==> src/rtl/ast_width_pkg.sv <==
// Shared types and sizing helpers for the Avalon-ST width converters.
package ast_width_pkg;

   typedef enum logic {
      ST_IDLE = 1'b0,
      ST_SEND = 1'b1
   } state_e;

   function automatic int calc_ratio(input int in_w, input int out_w);
      return in_w / out_w;
   endfunction

   // Narrow beats needed to carry the valid bytes of an eop word.
   function automatic int beats_for_eop(input int empty, input int wi, input int wo);
      return (wi - empty + wo - 1) / wo;
   endfunction

endpackage

==> src/rtl/ast_skid_buf.sv <==
// One-entry valid/ready skid register; in_rdy_o is registered (entry empty).
// Zero latency when empty; a word that meets backpressure is parked for one extra cycle.
module ast_skid_buf #(
   parameter int WIDTH = 8
) (
   input  logic             clk_i,
   input  logic             srst_i,
   input  logic             in_vld_i,
   input  logic [WIDTH-1:0] in_dat_i,
   output logic             in_rdy_o,
   output logic             out_vld_o,
   output logic [WIDTH-1:0] out_dat_o,
   input  logic             out_rdy_i
);

   logic             full_q, full_d;
   logic [WIDTH-1:0] dat_q, dat_d;

   assign in_rdy_o  = ~full_q & ~srst_i;
   assign out_vld_o = full_q | in_vld_i;
   assign out_dat_o = full_q ? dat_q : in_dat_i;

   always_comb begin
      full_d = full_q;
      dat_d  = dat_q;
      if (full_q) begin
         if (out_rdy_i) full_d = 1'b0;
      end else if (in_vld_i && !out_rdy_i) begin
         full_d = 1'b1;
         dat_d  = in_dat_i;
      end
   end

   always_ff @(posedge clk_i) begin
      if (srst_i) begin
         full_q <= 1'b0;
         dat_q  <= '0;
      end else begin
         full_q <= full_d;
         dat_q  <= dat_d;
      end
   end

endmodule

==> src/rtl/ast_width_reducer.sv <==
// Avalon-ST down-converter: wide beats out as DATA_IN_W/DATA_OUT_W narrow beats, first beat 1 cycle after accept.
// Optional AST_WIDTH_REDUCER_SKID_EN adds a skid register so ast_ready_o no longer depends on ast_ready_i.
module ast_width_reducer
   import ast_width_pkg::*;
#(
   parameter int DATA_IN_W   = 256,
   parameter int EMPTY_IN_W  = ($clog2(DATA_IN_W / 8) > 0) ? $clog2(DATA_IN_W / 8) : 1,
   parameter int DATA_OUT_W  = 64,
   parameter int EMPTY_OUT_W = ($clog2(DATA_OUT_W / 8) > 0) ? $clog2(DATA_OUT_W / 8) : 1,
   parameter int CHANNEL_W   = 10
) (
   input  logic                   clk_i,
   input  logic                   srst_i,
   input  logic [DATA_IN_W-1:0]   ast_data_i,
   input  logic                   ast_startofpacket_i,
   input  logic                   ast_endofpacket_i,
   input  logic                   ast_valid_i,
   input  logic [EMPTY_IN_W-1:0]  ast_empty_i,
   input  logic [CHANNEL_W-1:0]   ast_channel_i,
   output logic                   ast_ready_o,
   output logic [DATA_OUT_W-1:0]  ast_data_o,
   output logic                   ast_startofpacket_o,
   output logic                   ast_endofpacket_o,
   output logic                   ast_valid_o,
   output logic [EMPTY_OUT_W-1:0] ast_empty_o,
   output logic [CHANNEL_W-1:0]   ast_channel_o,
   input  logic                   ast_ready_i
);

   localparam int R     = calc_ratio(DATA_IN_W, DATA_OUT_W);
   localparam int WI    = DATA_IN_W / 8;
   localparam int WO    = DATA_OUT_W / 8;
   localparam int IDX_W = (R > 1) ? $clog2(R) : 1;

   typedef struct packed {
      logic [DATA_IN_W-1:0]  data;
      logic                  sop;
      logic                  eop;
      logic [EMPTY_IN_W-1:0] empty;
      logic [CHANNEL_W-1:0]  channel;
   } word_t;

   localparam int WORD_W = $bits(word_t);

   word_t      in_word, core_word;
   logic       core_vld, core_rdy;

   state_e     state_q, state_d;
   word_t      buf_q, buf_d;
   logic [IDX_W-1:0] idx_q, idx_d, last_idx;
   logic       is_last;
   int         n_beats;

   assign in_word = '{data:    ast_data_i,
                      sop:     ast_startofpacket_i,
                      eop:     ast_endofpacket_i,
                      empty:   ast_empty_i,
                      channel: ast_channel_i};

`ifdef AST_WIDTH_REDUCER_SKID_EN
   logic [WORD_W-1:0] skid_dat;

   ast_skid_buf #(
      .WIDTH(WORD_W)
   ) u_skid (
      .clk_i     (clk_i),
      .srst_i    (srst_i),
      .in_vld_i  (ast_valid_i),
      .in_dat_i  (in_word),
      .in_rdy_o  (ast_ready_o),
      .out_vld_o (core_vld),
      .out_dat_o (skid_dat),
      .out_rdy_i (core_rdy)
   );

   assign core_word = word_t'(skid_dat);
`else
   assign core_vld    = ast_valid_i;
   assign core_word   = in_word;
   assign ast_ready_o = core_rdy & ~srst_i;
`endif

   // Eop words stop at the last narrow beat holding a valid byte.
   always_comb begin
      n_beats  = buf_q.eop ? beats_for_eop(int'(buf_q.empty), WI, WO) : R;
      last_idx = IDX_W'(n_beats - 1);
      is_last  = (idx_q == last_idx);
   end

   always_comb begin
      state_d             = state_q;
      buf_d               = buf_q;
      idx_d               = idx_q;
      core_rdy            = 1'b0;
      ast_valid_o         = 1'b0;
      ast_startofpacket_o = 1'b0;
      ast_endofpacket_o   = 1'b0;
      ast_empty_o         = '0;
      ast_data_o          = buf_q.data[int'(idx_q) * DATA_OUT_W +: DATA_OUT_W];
      ast_channel_o       = buf_q.channel;

      case (state_q)
         ST_IDLE: begin
            core_rdy = 1'b1;
            if (core_vld) begin
               buf_d   = core_word;
               idx_d   = '0;
               state_d = ST_SEND;
            end
         end
         ST_SEND: begin
            ast_valid_o         = 1'b1;
            ast_startofpacket_o = buf_q.sop & (idx_q == '0);
            ast_endofpacket_o   = buf_q.eop & is_last;
            if (ast_endofpacket_o)
               ast_empty_o = EMPTY_OUT_W'(n_beats * WO - (WI - int'(buf_q.empty)));
            // Accept the next wide word only as the last narrow beat leaves.
            core_rdy = ast_ready_i & is_last;
            if (ast_ready_i) begin
               if (!is_last) begin
                  idx_d = idx_q + IDX_W'(1);
               end else if (core_vld) begin
                  buf_d = core_word;
                  idx_d = '0;
               end else begin
                  state_d = ST_IDLE;
               end
            end
         end
         default: state_d = ST_IDLE;
      endcase
   end

   always_ff @(posedge clk_i) begin
      if (srst_i) begin
         state_q <= ST_IDLE;
         buf_q   <= '0;
         idx_q   <= '0;
      end else begin
         state_q <= state_d;
         buf_q   <= buf_d;
         idx_q   <= idx_d;
      end
   end

endmodule

==> config.mk <==
export PLATFORM = sky130hd
export DESIGN_NAME = ast_width_reducer
export DESIGN_NICKNAME = d
export VERILOG_FILES = /design/src/rtl/ast_width_pkg.sv /design/src/rtl/ast_skid_buf.sv /design/src/rtl/ast_width_reducer.sv
export SDC_FILE = /design/constraint.sdc
export NUM_CORES = 1
export LEC_CHECK = 0
export ABC_AREA = 1
export CAP_MARGIN = 15
export CORE_MARGIN = 3
export CORE_UTILIZATION = 45
export CTS_BUF_LIST = sky130_fd_sc_hd__clkbuf_8
export DETAILED_ROUTE_END_ITERATION = 7
export GPL_TIMING_DRIVEN = 0
export HOLD_SLACK_MARGIN = 0.05
export MAX_ROUTING_LAYER = met4
export PLACE_DENSITY = 0.74
export SETUP_SLACK_MARGIN = 0.02
export SYNTH_ARGS = -nofsm -noshare
export SYNTH_HDL_FRONTEND = slang
export SYNTH_HIERARCHICAL = 1
export SYNTH_SLANG_ARGS = --single-unit
==> constraint.sdc <==
create_clock -name clk_i -period 4 [get_ports clk_i]
set_input_delay 0.4 -clock clk_i [delete_from_list [all_inputs] [get_ports clk_i]]
set_output_delay 0.4 -clock clk_i [all_outputs]
set_load 0.05 [all_outputs]
==> metrics.cfg, run 1 <==
[routing]
wire_per_inst_um=21.3
wl_um=67100
postRouteAntennaNets=0
num_vias=17300
first_pass_iters=6
viasPerCell=5.49
drc_errors=0
drt_iter0_drc=1711

[setup_path]
r2r_end=buf_q[268]
reg2reg_depth=14
critPathLaunchType=register
cp_data_arrival_time_ps=3610
worst_setup_path_end_kind=primary output
startpoint=idx_q[0]
critPathMaxFanout=10
required_ps=3600
reg2reg_slack_ps=1470
r2r_start=buf_q[10]
endpoint=ast_data_o[8]
worstSetupPathType=register to primary output

[placed_design]
hpwl_um=54600
dpl_worst_slack_ps=378
portBuffers=356
place_congestion=1.02

[global_route]
track_usage_pct=37.5
antenna_found_initial=5
grt-ovfl-total=0
grt_pass1_wl_um=97200
grt_most_used_layer=met2
grt_util_met3_pct=7.61
grt_max_degree=12
met2_usage_pct=58.3
grt_pass1_vias=16100
gr-usage-met1_pct=46.9

[cts]
clk_latency_ps=570
cts_tree=yes
cts_made_buffers=47
cts_sinks=276
cts_buffer_depth=3
clk_pin_slew_ps=70
cts_root_buffer=clkbuf_8
postCtsSetupRepairBufs=0
htreeDepth=2

[power_and_ir_drop]
ir_drop_uv=211
p_int_mw=5.42
totalPowerFinal_mw=8.39
seqPwrFrac_pct=39.2
comb_power_share_pct=29.4
swShare_pct=35.4
p_switching_mw=2.97
p_clk_share_pct=31.4
p_leak_nw=9.38
powerDensity_mw_per_mm2=419

[yosys]
syn_avg_cell_area_um2=6.58
synthFlopType=dfxtp_1
netlist_area_mm2=0.0149
synth_edf_count=0
ys_seq_area_share_pct=37.0
ys_warn_count=6
synth_seq_cells=276
syn_nets=2545
synthArstFlopShare_pct=0
synth_cell_types=25
yosys.area.top_type=dfxtp_1
netlist_instances=2266
synth_common_cells=408 x nor2_1, 293 x nand2_1, 282 x inv_1, 281 x nand4_1, 276 x dfxtp_1
ys_top_cells_by_area=dfxtp_1 37%, nand4_1 12%, nor2_1 10%, a21oi_1 9.2%, nand2_1 7.4%
synth_most_common_cell=nor2_1
netlist.area_leader.share_pct=37.0

[floorplanning]
coreArea_mm2=0.0326
die_h_um=188
fp.dieW_um=188
rows=66
dieArea_mm2=0.0354
io_pins=358
initial_core_util_pct=45.7

[sta]
setup_slack_ps=-8.82
maxSlewHeadroom_pct=23.9
rsz0062_at_grt=no
final_hold_viol_count=0
worstMarginPinSlew_ps=1140
fin_crit_ps=4010
fmax_mhz=249
fin_hold_ws_ps=454
setup_viol=1
clock_skew_ps=25.1
fin_crit_sh_pct=100
slew_viol_final=0
setup_tns_ps=-8.82

[hold_path]
hp-start=srst_i
hold_path.class=input port to register

[cells_and_area]
nets=2950
final_util_pct=61.3
drive_gt1_share_pct=5.81
nFillCells=3073
regArea_mm2=0.00553
multi_input_area_mm2=0.00699
area_growth_pct=34.1

[run_status]
status=finished, violations left
violations=negative setup slack

[run]
cap_violations=0

==> power groups by stage <==
| stage | Clock [mW] | Combinational (mW) | Sequential, mW |
|---|---|---|---|
| 2_1_floorplan | 0 | 1.54 | 3.19 |
| 3_3_place_gp | 0 | 2.41 | 3.33 |
| 3_5_place_dp | 0 | 2.44 | 3.33 |
| 4_1_cts | 2.64 | 2.44 | 3.28 |
| 5_1_grt | 2.77 | 2.65 | 3.30 |
| 6_report | 2.64 | 2.47 | 3.29 |
==> cell type report <==
cell class | instances | share of cell area, %
timing repair buffer | 356 | 17.8
clock inverter | 15 | 0.425
inverter | 286 | 5.37
tap | 442 | 2.76
antenna | 4 | 0.0500
multi-input combinational | 1470 | 34.9
buffer | 234 | 6.68
sequential | 276 | 27.6
clock buffer | 63 | 4.33
==> repair_timing <==
item | CTS | global route
resized for setup | 14 | 13
cloned | 0 | 0
endpoints found under the hold margin | 0 | 0
setup endpoints to repair | 25 | 24
hold buffers | 0 | 0
==> through the flow <==
stage	area (µm²)	std cells
after floorplan	14900	2266
after global placement	19000	3064
after detailed placement	19000	3064
after CTS	20000	3142
after global routing	20000	3146
final	20000	3146
==> how the worst min path moves through the flow <==
stage                            end  cells after the start
after floorplan           buf_q[145]                      2
after global placement    buf_q[196]                      2
after detailed placement  buf_q[198]                      2
after CTS                    state_q                      2
after global routing         state_q                      2
final                        state_q                      2
==> sequential cells by signal, indices dropped and copies added (netlist names) <==
name           flops
idx_q              2
buf_q            263
ast_channel_o     10
state_q            1
==> placed cells by master (no fill, tap or decap) <==
cell               n
nand4_1          281
nand3_4            1
clkinv_1           1
o22ai_1           64
buf_8              2
dlymetal6s2s_1     7
clkbuf_1         118
o21ai_1            1
clkbuf_8          63
nand2_1          293
nand2_2            4
nand4_2            1
dlygate4sd2_1     11
clkinv_2           2
buf_6             51
inv_1            294
buf_2              4
nor2_1           408
a21oi_1          275
bufinv_16          1
o21ai_0          128
nand2_4            2
nand3_1            4
inv_2              3
clkbuf_2           6
buf_4             11
dfxtp_1          276
ha_1               2
buf_1             42
nor2_2             1
clkdlybuf4s50_1  338
diode_2            4
nand3_2            5
==> critical path: stages, from the launching register on <==
cell             delay (ps)
dfxtp_1                 500
clkbuf_2                360
clkbuf_1                440
clkbuf_1                480
nor2_1                  100
o22ai_1                 270
clkdlybuf4s50_1         880
==> cell families (layout without fill, tap and decap cells) <==
family,after synthesis,after routing,synth area share (%)
adder cells (fa/ha/maj),2,2,0.168
flip-flops,276,276,37.0
AND/OR/NAND/NOR,1000,1000,30.5
buffers and inverters,520,954,16.1
other,0,4,0
AO/OA/AOI/OAI,468,468,16.2
==> layer usage <==
metal / part of all wire [%] / routed length, µm / vias to the layer above
met5: 0 / 0 / -
met4: 5.3 / 3560 / 0
met3: 9.5 / 6350 / 156
met2: 45 / 30200 / 847
met1: 40 / 26900 / 7968
li1: - / - / 8299
Power figures use the tool's default switching activity.
==> inputs of run 2 (changes only) <==
- PLACE_DENSITY: 0.74 -> 0.76
- clock period: 4 -> 3.6 ns (I/O delays scaled with it)
==> run 2 against run 1 <==
Net effect:
- the run now ends clean
- via count up 0.84%
- final area fell by 0.38%
- combinational power rose by 8.9%
- count of clock-buffer cells in the layout down 2
- non-clock buffer count unchanged
- die area unchanged
- largest cell class unchanged
- highest routed layer unchanged
==> metrics.cfg, run 2 (synthesis gave the netlist of run 1 again) <==
[run_status]
status=finished clean

[setup_path]
worstSetupPathType=register to primary output
worstPathCellList=inv_1 -> clkbuf_2 -> clkbuf_1 -> nor2_1 -> o22ai_1 -> clkdlybuf4s15_1
cp_data_arrival_time_ps=3220  ; -390 ps
startpoint=idx_q[0]
reg2reg_depth=14  ; unchanged
critPathLaunchType=register
cp_slowest_cell=clkdlybuf4s15_1
slowest_delay_ps=570  ; -310 ps
reg2reg_slack_ps=1100  ; -370 ps
critPathMaxFanout=10  ; unchanged
required_ps=3240  ; -360 ps
r2r_end=buf_q[85]
r2r_start=buf_q[10]
worst_setup_path_end_kind=primary output

[global_route]
grt_pass1_wl_um=96500  ; -0.76%
antenna_found_initial=1  ; -4
grt-ovfl-total=0  ; unchanged
grt_pass1_vias=16000  ; -0.17%
track_usage_pct=37.0  ; -0.51 points
grt_max_degree=14  ; +2

[floorplanning]
fp.dieW_um=188  ; unchanged
initial_core_util_pct=45.7  ; unchanged
die_h_um=188  ; unchanged
rows=66  ; unchanged
coreArea_mm2=0.0326  ; unchanged
io_pins=358  ; unchanged
dieArea_mm2=0.0354  ; unchanged

[routing]
postRouteAntennaNets=0  ; unchanged
wl_um=66700  ; -0.51%
viasPerCell=5.53  ; +0.71%
first_pass_iters=5  ; -1
drc_errors=0  ; unchanged
drt_iter0_drc=1618  ; -5.4%
num_vias=17400  ; +0.84%
wire_per_inst_um=21.2  ; -0.64%

[cells_and_area]
final_util_pct=61.1  ; -0.23 points
layout_commonest_cell=nor2_1
area_growth_pct=33.6
drive_gt1_share_pct=6.72  ; +0.91 points
nets=2950  ; unchanged
nFillCells=3113  ; +1.3%
final_area_mm2=0.0199  ; -0.38%
multi_input_area_mm2=0.00699  ; unchanged
regArea_mm2=0.00553  ; unchanged
top_register=buf_q
largest_reg_flops=263  ; unchanged
layout_common_cells=408 x nor2_1, 299 x inv_1, 293 x nand2_1

[placed_design]
place_congestion=1.04  ; +1.8%
portBuffers=356  ; unchanged
hpwl_um=54300  ; -0.70%
postPlaceCellArea_mm2=0.0190  ; unchanged

[hold_path]
hp-start=srst_i
min_path_cells=2  ; unchanged
hold_end=state_q
hold_path.class=input port to register

[sta]
clock_skew_ps=12.9  ; -12.3 ps
worstMarginPinSlew_ps=1020  ; -125 ps
fin_crit_ps=3580
maxSlewHeadroom_pct=32.3  ; +8.3 points
fin_crit_sh_pct=99.4
fin_hold_ws_ps=419  ; -35.6 ps
slew_viol_final=0  ; unchanged
setup_tns_ps=0  ; +8.82 ps
setup_viol=0  ; -1
final_hold_viol_count=0  ; unchanged
fmax_mhz=280
rsz0062_at_grt=no

[cts]
cts_made_buffers=47  ; unchanged
clk_pin_slew_ps=70  ; about the same
postCtsHoldBufs=0  ; unchanged
cts_buffer_depth=3  ; unchanged
clk_latency_ps=590  ; +20 ps
cts_sinks=276  ; unchanged
cts_tree=yes
cts_root_buffer=clkbuf_8
htreeDepth=2  ; unchanged

[power_and_ir_drop]
ir_drop_uv=269  ; +27%
p_leak_nw=9.52  ; +1.5%
powerDensity_mw_per_mm2=466  ; +11%

[run]
cap_violations=0  ; unchanged

## run 2: final cells by class
cell class,instances,area share (%)
Clock buffer,61,4.21
Sequential cell,276,27.7
Clock inverter,24,0.703
Timing Repair Buffer,356,17.4
Multi-Input combinational cell,1470,35.1
Antenna cell,1,0.0126
Buffer,234,6.75
Tap cell,442,2.77
Inverter,286,5.39
## run 2: worst max-delay path by stage
stage	end	slack [ps]	depth (start not counted)
after detailed placement	ast_data_o[8]	20	6
after global placement	ast_data_o[34]	40	6
after CTS	ast_data_o[45]	30	6
final	ast_data_o[61]	20	6
after floorplan	ast_empty_o[1]	780	11
after global routing	ast_data_o[52]	30	6
## run 2: power breakdown
group | internal (mW) | switching, mW
registers | 3.36 | 0.276
logic | 0.989 | 1.70
clock network | 1.60 | 1.37
total | 5.95 | 3.34
## run 2: critical path: cells and delay by family (launching register included)
kind                   cells  cell delay [ps]
buffers and inverters      4             1690
AO/OA/AOI/OAI              1              420
flip-flops                 1              410
AND/OR/NAND/NOR            1               90
## run 2: layer usage
layer | routed length, µm | share of wire, % | GRT usage (%)
met4 | 2530 | 3.8 | 12.3
met2 | 31000 | 46 | 60.3
met5 | 0 | 0 | -
met1 | 27500 | 41 | 46.6
met3 | 5690 | 8.5 | 6.51
## run 2: repair_timing
| action | in CTS | in global routing |
|---|---|---|
| gates resized for setup | 88 | 32 |
| endpoints found under the setup margin | 66 | 24 |
| setup buffers | 0 | 0 |
## run 2: stage by stage
| stage | instances | setup slack [ps] | power [mW] |
|---|---|---|---|
| 6_report | 3150 | 23.3 | 9.29 |
| 5_1_grt | 3150 | 33.5 | 9.62 |
| 4_1_cts | 3149 | 33.2 | 9.25 |
| 3_5_place_dp | 3064 | 16.4 | 6.40 |
| 3_3_place_gp | 3064 | 39.3 | 6.36 |
| 2_1_floorplan | 2266 | 784 | 5.25 |
